===== src/rtl/mem_port_arbiter_pkg.sv =====
// Shared definitions for the memory-port arbiter.
// Contents: FSM state encoding, read/write direction constants, slot/length/
// counter widths, and the slot encoding helper {port, dir}.
package mem_port_arbiter_pkg;

    typedef enum logic [1:0] {
        IDLE  = 2'd0,
        GRANT = 2'd1,
        BUSY  = 2'd2
    } state_e;

    localparam logic DIR_RD = 1'b0;
    localparam logic DIR_WR = 1'b1;

    localparam int unsigned SLOT_W = 4;   // {port[2:0], dir}, up to 8 ports
    localparam int unsigned LEN_W  = 10;  // burst length width
    localparam int unsigned CNT_W  = 16;  // timeout counter width

    // Slot index of a port/direction pair: slot 2p is read, 2p+1 is write.
    function automatic logic [SLOT_W-1:0] slot_enc(input logic [SLOT_W-2:0] port,
                                                   input logic              dir);
        return {port, dir};
    endfunction

endpackage


===== src/rtl/mem_port_arbiter_if.sv =====
// Bus bundle between the requesters, the arbiter and the memory controller.
// req_* : per-port burst handshakes (packed, port p at slice p).
// mem_* : single downstream burst port.
// Modport slave  : the arbiter (serves requesters, drives the downstream command).
// Modport master : the surrounding system (requesters plus memory controller).
interface mem_port_arbiter_if
    import mem_port_arbiter_pkg::*;
#(
    parameter int unsigned NUM_PORTS    = 4,
    parameter int unsigned MEM_DATA_LEN = 64,
    parameter int unsigned ADDR_LEN     = 32
) ();

    logic [NUM_PORTS-1:0]              req_rd_valid;
    logic [NUM_PORTS-1:0]              req_rd_ready;
    logic [NUM_PORTS*LEN_W-1:0]        req_rd_burst_len;
    logic [NUM_PORTS*ADDR_LEN-1:0]     req_rd_addr;
    logic [MEM_DATA_LEN-1:0]           req_rd_data;
    logic [NUM_PORTS-1:0]              req_rd_burst_finish;

    logic [NUM_PORTS-1:0]              req_wr_valid;
    logic [NUM_PORTS-1:0]              req_wr_ready;
    logic [NUM_PORTS*LEN_W-1:0]        req_wr_burst_len;
    logic [NUM_PORTS*ADDR_LEN-1:0]     req_wr_addr;
    logic [NUM_PORTS*MEM_DATA_LEN-1:0] req_wr_data;
    logic [NUM_PORTS-1:0]              req_wr_burst_finish;

    logic                              mem_rd_valid;
    logic                              mem_rd_ready;
    logic [LEN_W-1:0]                  mem_rd_burst_len;
    logic [ADDR_LEN-1:0]               mem_rd_addr;
    logic [MEM_DATA_LEN-1:0]           mem_rd_data;
    logic                              mem_rd_burst_finish;

    logic                              mem_wr_valid;
    logic                              mem_wr_ready;
    logic [LEN_W-1:0]                  mem_wr_burst_len;
    logic [ADDR_LEN-1:0]               mem_wr_addr;
    logic [MEM_DATA_LEN-1:0]           mem_wr_data;
    logic                              mem_wr_burst_finish;

    modport slave (
        input  req_rd_valid, req_rd_burst_len, req_rd_addr,
        input  req_wr_valid, req_wr_burst_len, req_wr_addr, req_wr_data,
        input  mem_rd_ready, mem_rd_data, mem_rd_burst_finish,
        input  mem_wr_ready, mem_wr_burst_finish,
        output req_rd_ready, req_rd_data, req_rd_burst_finish,
        output req_wr_ready, req_wr_burst_finish,
        output mem_rd_valid, mem_rd_burst_len, mem_rd_addr,
        output mem_wr_valid, mem_wr_burst_len, mem_wr_addr, mem_wr_data
    );

    modport master (
        output req_rd_valid, req_rd_burst_len, req_rd_addr,
        output req_wr_valid, req_wr_burst_len, req_wr_addr, req_wr_data,
        output mem_rd_ready, mem_rd_data, mem_rd_burst_finish,
        output mem_wr_ready, mem_wr_burst_finish,
        input  req_rd_ready, req_rd_data, req_rd_burst_finish,
        input  req_wr_ready, req_wr_burst_finish,
        input  mem_rd_valid, mem_rd_burst_len, mem_rd_addr,
        input  mem_wr_valid, mem_wr_burst_len, mem_wr_addr, mem_wr_data
    );

endinterface


===== src/rtl/mem_port_arbiter_rr_pick.sv =====
// rr_pick: combinational round-robin search.
// req_i   : request vector, one bit per slot.
// ptr_i   : slot where the search starts (wraps modulo N).
// idx_o   : first requesting slot at or after ptr_i.
// found_o : high when any slot is requesting.
module rr_pick
    import mem_port_arbiter_pkg::*;
#(
    parameter int unsigned N = 8
) (
    input  logic [N-1:0]      req_i,
    input  logic [SLOT_W-1:0] ptr_i,
    output logic [SLOT_W-1:0] idx_o,
    output logic              found_o
);

    always_comb begin
        idx_o   = '0;
        found_o = 1'b0;
        // Scan from the farthest offset to the nearest so the last hit,
        // which is the one closest to ptr_i, wins.
        for (int unsigned k = N; k > 0; k--) begin
            if (req_i[(32'(ptr_i) + k - 1) % N]) begin
                idx_o   = SLOT_W'((32'(ptr_i) + k - 1) % N);
                found_o = 1'b1;
            end
        end
    end

endmodule


===== src/rtl/mem_port_arbiter.sv =====
// mem_port_arbiter: shares one memory-controller burst port between NUM_PORTS
// requesters (one read and one write slot each) in round-robin order.
// clk, rst    : memory clock, asynchronous active-high reset.
// bus         : requester and downstream burst handshakes (slave modport).
// grant_id    : current slot {port, dir}.
// busy        : a granted burst is in progress.
// timeout_err : one-cycle pulse when a grant is released by timeout.
module mem_port_arbiter
    import mem_port_arbiter_pkg::*;
#(
    parameter int unsigned NUM_PORTS      = 4,
    parameter int unsigned MEM_DATA_LEN   = 64,
    parameter int unsigned ADDR_LEN       = 32,
    parameter int unsigned TIMEOUT_CYCLES = 65535
) (
    input  logic              clk,
    input  logic              rst,
    mem_port_arbiter_if.slave bus,
    output logic [SLOT_W-1:0] grant_id,
    output logic              busy,
    output logic              timeout_err
);

    localparam int unsigned       NUM_SLOTS = 2 * NUM_PORTS;
    localparam logic [SLOT_W-1:0] LAST_SLOT = SLOT_W'(NUM_SLOTS - 1);
    localparam logic [CNT_W-1:0]  TMO_LAST  = CNT_W'(TIMEOUT_CYCLES - 1);

    state_e              state_q, state_d;
    logic [SLOT_W-1:0]   grant_q, grant_d, rr_ptr_q, rr_ptr_d;
    logic [CNT_W-1:0]    cnt_q, cnt_d;
    logic                rd_valid_q, rd_valid_d, wr_valid_q, wr_valid_d;
    logic                busy_q, busy_d, tmo_q, tmo_d;
    logic [ADDR_LEN-1:0] rd_addr_q, rd_addr_d, wr_addr_q, wr_addr_d;
    logic [LEN_W-1:0]    rd_len_q, rd_len_d, wr_len_q, wr_len_d;

    logic [NUM_SLOTS-1:0] req_vec;
    logic [SLOT_W-1:0]    pick_idx;
    logic                 pick_found;
    logic                 gnt_dir;
    logic                 fin;

    always_comb begin
        req_vec = '0;
        for (int unsigned p = 0; p < NUM_PORTS; p++) begin
            req_vec[2*p]   = bus.req_rd_valid[p];
            req_vec[2*p+1] = bus.req_wr_valid[p];
        end
    end

    rr_pick #(.N(NUM_SLOTS)) u_pick (
        .req_i   (req_vec),
        .ptr_i   (rr_ptr_q),
        .idx_o   (pick_idx),
        .found_o (pick_found)
    );

    assign gnt_dir = grant_q[0];
    // Only the granted direction's finish ends the burst.
    assign fin = (gnt_dir == DIR_RD) ? bus.mem_rd_burst_finish : bus.mem_wr_burst_finish;

    always_ff @(posedge clk or posedge rst) begin
        if (rst) begin
            state_q    <= IDLE;
            grant_q    <= '0;
            rr_ptr_q   <= '0;
            cnt_q      <= '0;
            rd_valid_q <= 1'b0;
            wr_valid_q <= 1'b0;
            busy_q     <= 1'b0;
            tmo_q      <= 1'b0;
            rd_addr_q  <= '0;
            wr_addr_q  <= '0;
            rd_len_q   <= '0;
            wr_len_q   <= '0;
        end else begin
            state_q    <= state_d;
            grant_q    <= grant_d;
            rr_ptr_q   <= rr_ptr_d;
            cnt_q      <= cnt_d;
            rd_valid_q <= rd_valid_d;
            wr_valid_q <= wr_valid_d;
            busy_q     <= busy_d;
            tmo_q      <= tmo_d;
            rd_addr_q  <= rd_addr_d;
            wr_addr_q  <= wr_addr_d;
            rd_len_q   <= rd_len_d;
            wr_len_q   <= wr_len_d;
        end
    end

    always_comb begin
        state_d    = state_q;
        grant_d    = grant_q;
        rr_ptr_d   = rr_ptr_q;
        cnt_d      = cnt_q;
        rd_valid_d = rd_valid_q;
        wr_valid_d = wr_valid_q;
        busy_d     = busy_q;
        tmo_d      = 1'b0;
        rd_addr_d  = rd_addr_q;
        wr_addr_d  = wr_addr_q;
        rd_len_d   = rd_len_q;
        wr_len_d   = wr_len_q;
        unique case (state_q)
            IDLE: begin
                if (pick_found) begin
                    grant_d = pick_idx;
                    state_d = GRANT;
                end
            end
            GRANT: begin
                for (int unsigned p = 0; p < NUM_PORTS; p++) begin
                    if (grant_q == slot_enc(p[SLOT_W-2:0], DIR_RD)) begin
                        rd_addr_d = bus.req_rd_addr[p*ADDR_LEN +: ADDR_LEN];
                        rd_len_d  = bus.req_rd_burst_len[p*LEN_W +: LEN_W];
                    end
                    if (grant_q == slot_enc(p[SLOT_W-2:0], DIR_WR)) begin
                        wr_addr_d = bus.req_wr_addr[p*ADDR_LEN +: ADDR_LEN];
                        wr_len_d  = bus.req_wr_burst_len[p*LEN_W +: LEN_W];
                    end
                end
                rd_valid_d = (gnt_dir == DIR_RD);
                wr_valid_d = (gnt_dir == DIR_WR);
                busy_d     = 1'b1;
                cnt_d      = '0;
                state_d    = BUSY;
            end
            BUSY: begin
                cnt_d = cnt_q + 1'b1;
                // Finish and timeout in the same cycle is a normal finish.
                if (fin || (cnt_q == TMO_LAST)) begin
                    rd_valid_d = 1'b0;
                    wr_valid_d = 1'b0;
                    busy_d     = 1'b0;
                    tmo_d      = !fin;
                    rr_ptr_d   = (grant_q == LAST_SLOT) ? '0 : grant_q + 1'b1;
                    state_d    = IDLE;
                end
            end
            default: state_d = IDLE;
        endcase
    end

    // Zero-latency routing of ready, finish and data for the granted slot.
    always_comb begin
        bus.req_rd_ready        = '0;
        bus.req_rd_burst_finish = '0;
        bus.req_wr_ready        = '0;
        bus.req_wr_burst_finish = '0;
        bus.req_rd_data         = '0;
        bus.mem_wr_data         = '0;
        if (state_q == BUSY) begin
            if (gnt_dir == DIR_RD) begin
                bus.req_rd_data = bus.mem_rd_data;
            end
            for (int unsigned p = 0; p < NUM_PORTS; p++) begin
                if (grant_q == slot_enc(p[SLOT_W-2:0], DIR_RD)) begin
                    bus.req_rd_ready[p]        = bus.mem_rd_ready;
                    bus.req_rd_burst_finish[p] = bus.mem_rd_burst_finish;
                end
                if (grant_q == slot_enc(p[SLOT_W-2:0], DIR_WR)) begin
                    bus.req_wr_ready[p]        = bus.mem_wr_ready;
                    bus.req_wr_burst_finish[p] = bus.mem_wr_burst_finish;
                    bus.mem_wr_data            = bus.req_wr_data[p*MEM_DATA_LEN +: MEM_DATA_LEN];
                end
            end
        end
    end

    assign bus.mem_rd_valid     = rd_valid_q;
    assign bus.mem_rd_addr      = rd_addr_q;
    assign bus.mem_rd_burst_len = rd_len_q;
    assign bus.mem_wr_valid     = wr_valid_q;
    assign bus.mem_wr_addr      = wr_addr_q;
    assign bus.mem_wr_burst_len = wr_len_q;
    assign grant_id             = grant_q;
    assign busy                 = busy_q;
    assign timeout_err          = tmo_q;

endmodule


===== src/flat_wrapper.sv =====
// flat-port wrapper written by rule: the top's interface ports become plain ports
module mem_port_arbiter_flat import mem_port_arbiter_pkg::*;
#(
    parameter int unsigned NUM_PORTS      = 4,
    parameter int unsigned MEM_DATA_LEN   = 64,
    parameter int unsigned ADDR_LEN       = 32,
    parameter int unsigned TIMEOUT_CYCLES = 65535
)
  (clk, rst, grant_id, busy, timeout_err, bus_req_rd_valid, bus_req_rd_burst_len, bus_req_rd_addr, bus_req_wr_valid, bus_req_wr_burst_len, bus_req_wr_addr, bus_req_wr_data, bus_mem_rd_ready, bus_mem_rd_data, bus_mem_rd_burst_finish, bus_mem_wr_ready, bus_mem_wr_burst_finish, bus_req_rd_ready, bus_req_rd_data, bus_req_rd_burst_finish, bus_req_wr_ready, bus_req_wr_burst_finish, bus_mem_rd_valid, bus_mem_rd_burst_len, bus_mem_rd_addr, bus_mem_wr_valid, bus_mem_wr_burst_len, bus_mem_wr_addr, bus_mem_wr_data);
  mem_port_arbiter_if #(.NUM_PORTS(NUM_PORTS), .MEM_DATA_LEN(MEM_DATA_LEN), .ADDR_LEN(ADDR_LEN)) bus_i ();
  input  logic clk;
  input  logic rst;
  output logic [SLOT_W-1:0] grant_id;
  output logic busy;
  output logic timeout_err;
  input wire logic [$bits(bus_i.req_rd_valid)-1:0] bus_req_rd_valid;
  input wire logic [$bits(bus_i.req_rd_burst_len)-1:0] bus_req_rd_burst_len;
  input wire logic [$bits(bus_i.req_rd_addr)-1:0] bus_req_rd_addr;
  input wire logic [$bits(bus_i.req_wr_valid)-1:0] bus_req_wr_valid;
  input wire logic [$bits(bus_i.req_wr_burst_len)-1:0] bus_req_wr_burst_len;
  input wire logic [$bits(bus_i.req_wr_addr)-1:0] bus_req_wr_addr;
  input wire logic [$bits(bus_i.req_wr_data)-1:0] bus_req_wr_data;
  input wire logic [$bits(bus_i.mem_rd_ready)-1:0] bus_mem_rd_ready;
  input wire logic [$bits(bus_i.mem_rd_data)-1:0] bus_mem_rd_data;
  input wire logic [$bits(bus_i.mem_rd_burst_finish)-1:0] bus_mem_rd_burst_finish;
  input wire logic [$bits(bus_i.mem_wr_ready)-1:0] bus_mem_wr_ready;
  input wire logic [$bits(bus_i.mem_wr_burst_finish)-1:0] bus_mem_wr_burst_finish;
  output wire logic [$bits(bus_i.req_rd_ready)-1:0] bus_req_rd_ready;
  output wire logic [$bits(bus_i.req_rd_data)-1:0] bus_req_rd_data;
  output wire logic [$bits(bus_i.req_rd_burst_finish)-1:0] bus_req_rd_burst_finish;
  output wire logic [$bits(bus_i.req_wr_ready)-1:0] bus_req_wr_ready;
  output wire logic [$bits(bus_i.req_wr_burst_finish)-1:0] bus_req_wr_burst_finish;
  output wire logic [$bits(bus_i.mem_rd_valid)-1:0] bus_mem_rd_valid;
  output wire logic [$bits(bus_i.mem_rd_burst_len)-1:0] bus_mem_rd_burst_len;
  output wire logic [$bits(bus_i.mem_rd_addr)-1:0] bus_mem_rd_addr;
  output wire logic [$bits(bus_i.mem_wr_valid)-1:0] bus_mem_wr_valid;
  output wire logic [$bits(bus_i.mem_wr_burst_len)-1:0] bus_mem_wr_burst_len;
  output wire logic [$bits(bus_i.mem_wr_addr)-1:0] bus_mem_wr_addr;
  output wire logic [$bits(bus_i.mem_wr_data)-1:0] bus_mem_wr_data;
  assign bus_i.req_rd_valid = bus_req_rd_valid;
  assign bus_i.req_rd_burst_len = bus_req_rd_burst_len;
  assign bus_i.req_rd_addr = bus_req_rd_addr;
  assign bus_i.req_wr_valid = bus_req_wr_valid;
  assign bus_i.req_wr_burst_len = bus_req_wr_burst_len;
  assign bus_i.req_wr_addr = bus_req_wr_addr;
  assign bus_i.req_wr_data = bus_req_wr_data;
  assign bus_i.mem_rd_ready = bus_mem_rd_ready;
  assign bus_i.mem_rd_data = bus_mem_rd_data;
  assign bus_i.mem_rd_burst_finish = bus_mem_rd_burst_finish;
  assign bus_i.mem_wr_ready = bus_mem_wr_ready;
  assign bus_i.mem_wr_burst_finish = bus_mem_wr_burst_finish;
  assign bus_req_rd_ready = bus_i.req_rd_ready;
  assign bus_req_rd_data = bus_i.req_rd_data;
  assign bus_req_rd_burst_finish = bus_i.req_rd_burst_finish;
  assign bus_req_wr_ready = bus_i.req_wr_ready;
  assign bus_req_wr_burst_finish = bus_i.req_wr_burst_finish;
  assign bus_mem_rd_valid = bus_i.mem_rd_valid;
  assign bus_mem_rd_burst_len = bus_i.mem_rd_burst_len;
  assign bus_mem_rd_addr = bus_i.mem_rd_addr;
  assign bus_mem_wr_valid = bus_i.mem_wr_valid;
  assign bus_mem_wr_burst_len = bus_i.mem_wr_burst_len;
  assign bus_mem_wr_addr = bus_i.mem_wr_addr;
  assign bus_mem_wr_data = bus_i.mem_wr_data;
  mem_port_arbiter #(.NUM_PORTS(NUM_PORTS), .MEM_DATA_LEN(MEM_DATA_LEN), .ADDR_LEN(ADDR_LEN), .TIMEOUT_CYCLES(TIMEOUT_CYCLES)) u_core (.clk(clk), .rst(rst), .bus(bus_i), .grant_id(grant_id), .busy(busy), .timeout_err(timeout_err));
endmodule

===== config.mk =====
export PLATFORM = sky130hd
export DESIGN_NAME = mem_port_arbiter_flat
export DESIGN_NICKNAME = d
export VERILOG_FILES = /design/src/rtl/mem_port_arbiter_pkg.sv /design/src/rtl/mem_port_arbiter_if.sv /design/src/rtl/mem_port_arbiter_rr_pick.sv /design/src/rtl/mem_port_arbiter.sv /design/src/flat_wrapper.sv
export SDC_FILE = /design/constraint.sdc
export NUM_CORES = 1
export LEC_CHECK = 0
export CAP_MARGIN = 15
export CORE_AREA = 5 5 347 349
export CTS_BUF_LIST = sky130_fd_sc_hd__clkbuf_2
export DETAILED_ROUTE_END_ITERATION = 6
export DIE_AREA = 0 0 352 354
export PLACE_DENSITY_LB_ADDON = 0.2
export SYNTH_ARGS = -nofsm -noshare
export SYNTH_HDL_FRONTEND = slang
export SYNTH_SLANG_ARGS = --single-unit
export TNS_END_PERCENT = 5

===== constraint.sdc =====
create_clock -name clk -period 11.2 [get_ports clk]
set_clock_uncertainty 0.15 [all_clocks]
set_input_delay 3.36 -clock clk [delete_from_list [all_inputs] [get_ports clk]]
set_output_delay 3.36 -clock clk [all_outputs]
set_load 0.01 [all_outputs]

==> impl_results.md <==
- Run status: finished clean
- Routed Antenna Nets: 0
- Post-synth EDFFs: 0
- Final period utilization: 80.5%
- CTS tree: yes
- Top_reg_cell synth: dfrtp_1
- Final min period: approximately 9000 ps
- Fmax: between 0.1 and 0.15 GHz
- Leak pwr: 8.59 nW
- Mapped cell area: around 11000 µm²
- Die area: ~120000 µm²
- Hold Path Class: register to register
- GRT overflow: 0
- Most used cell, CP: clkdlybuf4s50_1
- DRT Wirelength: approximately 80000 µm
- Post-CTS sizing: 0
- H-tree depth: 3
- Reg2reg start: u_core.rr_ptr_q[1]
- DRT Pass-1 Iters: 5
- Via count: 14264
- Clock-pin slew on the worst setup and hold paths: about 350 ps
- Power after layout: a little under 4 mW
- # IOs: between 900 and 1000
- Final hold slack: 376 ps
- CTS root buffer: clkbuf_2
- Ys async rst share: between 90% and 100%
- Critical Path Start Type: input pin
- Setup Buffers After CTS: 0
- CP Data Required Time: around 7700 ps
- Vias in the first global route: between 15000 and 20000
- Final setup viols: 0
- Worst skew pair latency: 860 ps
- Fin. Hold Viols: 0
- CTS max path bufs: 2
- Post-DP HPWL: about 67000 µm
- Share of cells above drive strength 1: approximately 3.1%
- First-pass GRT wire length: roughly 110000 µm
- Power per cell area: between 150 and 200 nW/µm²
- Most frequent cells in the layout: clkdlybuf4s50_1, nand2_1, nor2_1
- CP Capture Type: output port
- Post-synthesis cell type count: 61
- Largest net degree at the start of global routing: about 160
- RePlAce Congestion: between 0.8 and 0.9
- CTS Buf Count: 9
- CP max FO: 1
- Worst Max-Slew Pin Slew: 979 ps
- Wire per inst: roughly 21 µm
- Hold buffers post-CTS: 0
- Final Slew Violations: 0
- Critical path cell sequence: clkdlybuf4s50_1, nand2_1, nor2_1, a21oi_1, o21ai_0, o211a_1, clkdlybuf4s50_1
- Initial Util: a little under a tenth
- GRT Resource Usage Total: between 10% and 20%
- Slowest stage delay, CP: around 580 ps
- Core area: 117000 µm²
- Peak VDD IR: 0.0976 mV
- Critical Path Start: bus_req_wr_data[59]
- Yosys warnings: 0
- Clk sink count: roughly 110
- Initial antenna violation count: 35
- DRC errors left: 0
- Cell row count: about 130
- CP Class: input pin to output port
- Drt initial violations: approximately 570
- Setup_tns: 0 ps
- Max-cap violations: 0
- Number of synthesized register bits: roughly 110
- Min-delay src: u_core.bus.mem_rd_burst_len[1]
- I/O Buffers: 904
- Most common cell after layout, fill and taps aside: clkdlybuf4s50_1
- CP max stage cell: clkdlybuf4s50_1
- Util after Layout: about a fifth
- Flop-to-flop setup slack: around 7600 ps
- Syn nets: 2190
- Depth of the most critical reg-to-reg path: 8
- Post-synthesis sequential area ratio: 25.4%
- Syn_area_per_cell: about 7.3 µm²
- Gate Count Post-Synth: between 1500 and 2000
- FF-to-FF End: u_core.grant_id[2]
- Chip height: approximately 350 µm
- Critical Path AT: ~5500 ps
- Die Wd: ~350 µm
- Area grow syn2layout: 98.5%
- RSZ-0062 raised after global routing: no
- Critical Path Sink: bus_mem_wr_data[59]
- Nets: between 2000 and 3000
- Max_slew headroom: roughly a third
- Vias/cell: approximately 3.7
-- power by group --
part	internal (mW)	switching, mW
logic	1.29	1.65
clock network	0.0400	0.205
registers	0.579	0.118
total	1.91	1.97
-- critical path, delay by kind of cell --
family	cells	cell delay, ps
AOI/OAI and AO/OA	3	590
and+or+nand+nor	2	510
buffers and inverters	2	1040
-- per-stage QoR --
stage	std cells	setup WS, ps	instance area [µm²]
2_1_floorplan	1507	3630	11000
3_3_place_gp	3824	1790	21700
3_5_place_dp	3824	1870	21700
4_1_cts	3840	1860	21900
5_1_grt	3853	2020	21900
6_report	3859	2180	21900
-- area by class of cell --
| cell class | count | area [µm²] |
|---|---|---|
| clock buffer | 9 | 45.0 |
| clock inverter | 7 | 80.1 |
| fill | 13259 | 95200 |
| tap | 1536 | 1920 |
| sequential | 112 | 2800 |
| multi-input combinational | 1235 | 7730 |
| inverter | 15 | 61.3 |
| timing repair buffer | 927 | 9230 |
| antenna | 18 | 45.0 |
-- cell families after synthesis --
kind of cell    share of synthesized area [%]
flops                                    25.4
fa+ha+maj                                1.47
buf+inv                                  5.67
compound gates                           32.3
xor+xnor                                 1.11
mux                                      11.5
simple gates                             22.5
other cells                            0.0340
-- per-layer routing --
layer  vias to the layer above  part of all wire, %  global-route usage [%]
met2                       561                   49                    22.0
met1                      6584                   40                    14.3
met5                         -                 0.15                       0
li1                       7019                    -                       -
met3                        82                  8.0                    4.37
met4                        18                  2.8                    4.48
-- synth_stat cells (all sizes together) (15+ instances only) --
master / instances / area [µm²]
buf: 19 / 96.3
a21oi: 155 / 780
nor2: 173 / 652
nand2: 176 / 661
nand2b: 67 / 419
o21ai: 164 / 821
dfrtp: 112 / 2800
and2: 68 / 425
a211oi: 85 / 638
mux2i: 99 / 991
o211a: 62 / 621
clkbuf: 126 / 473
a22oi: 64 / 480
inv: 15 / 56.3
-- state kept, by name, indices dropped and copies added (netlist names) --
register	count
u_core.bus.mem_rd_addr	32
u_core.bus.mem_wr_addr	32
u_core.cnt_q	16
u_core.bus.mem_rd_burst_len	10
u_core.bus.mem_wr_burst_len	10
u_core.grant_id	3
u_core.rr_ptr_q	3
u_core.state_q	2
u_core.bus.mem_rd_valid	1
u_core.bus.mem_wr_valid	1
u_core.busy	1
u_core.timeout_err	1
-- how the worst min path moves through the flow --
stage,slack [ps],end,cells past startpoint
6_report,380,u_core.bus.mem_rd_burst_len[1],2
5_1_grt,420,u_core.bus.mem_rd_addr[9],2
4_1_cts,380,u_core.bus.mem_rd_burst_len[1],2
3_5_place_dp,320,u_core.bus.mem_rd_burst_len[1],2
3_3_place_gp,310,u_core.bus.mem_rd_burst_len[1],2
2_1_floorplan,330,u_core.state_q[1],1
(Power assumes the default switching activity.)
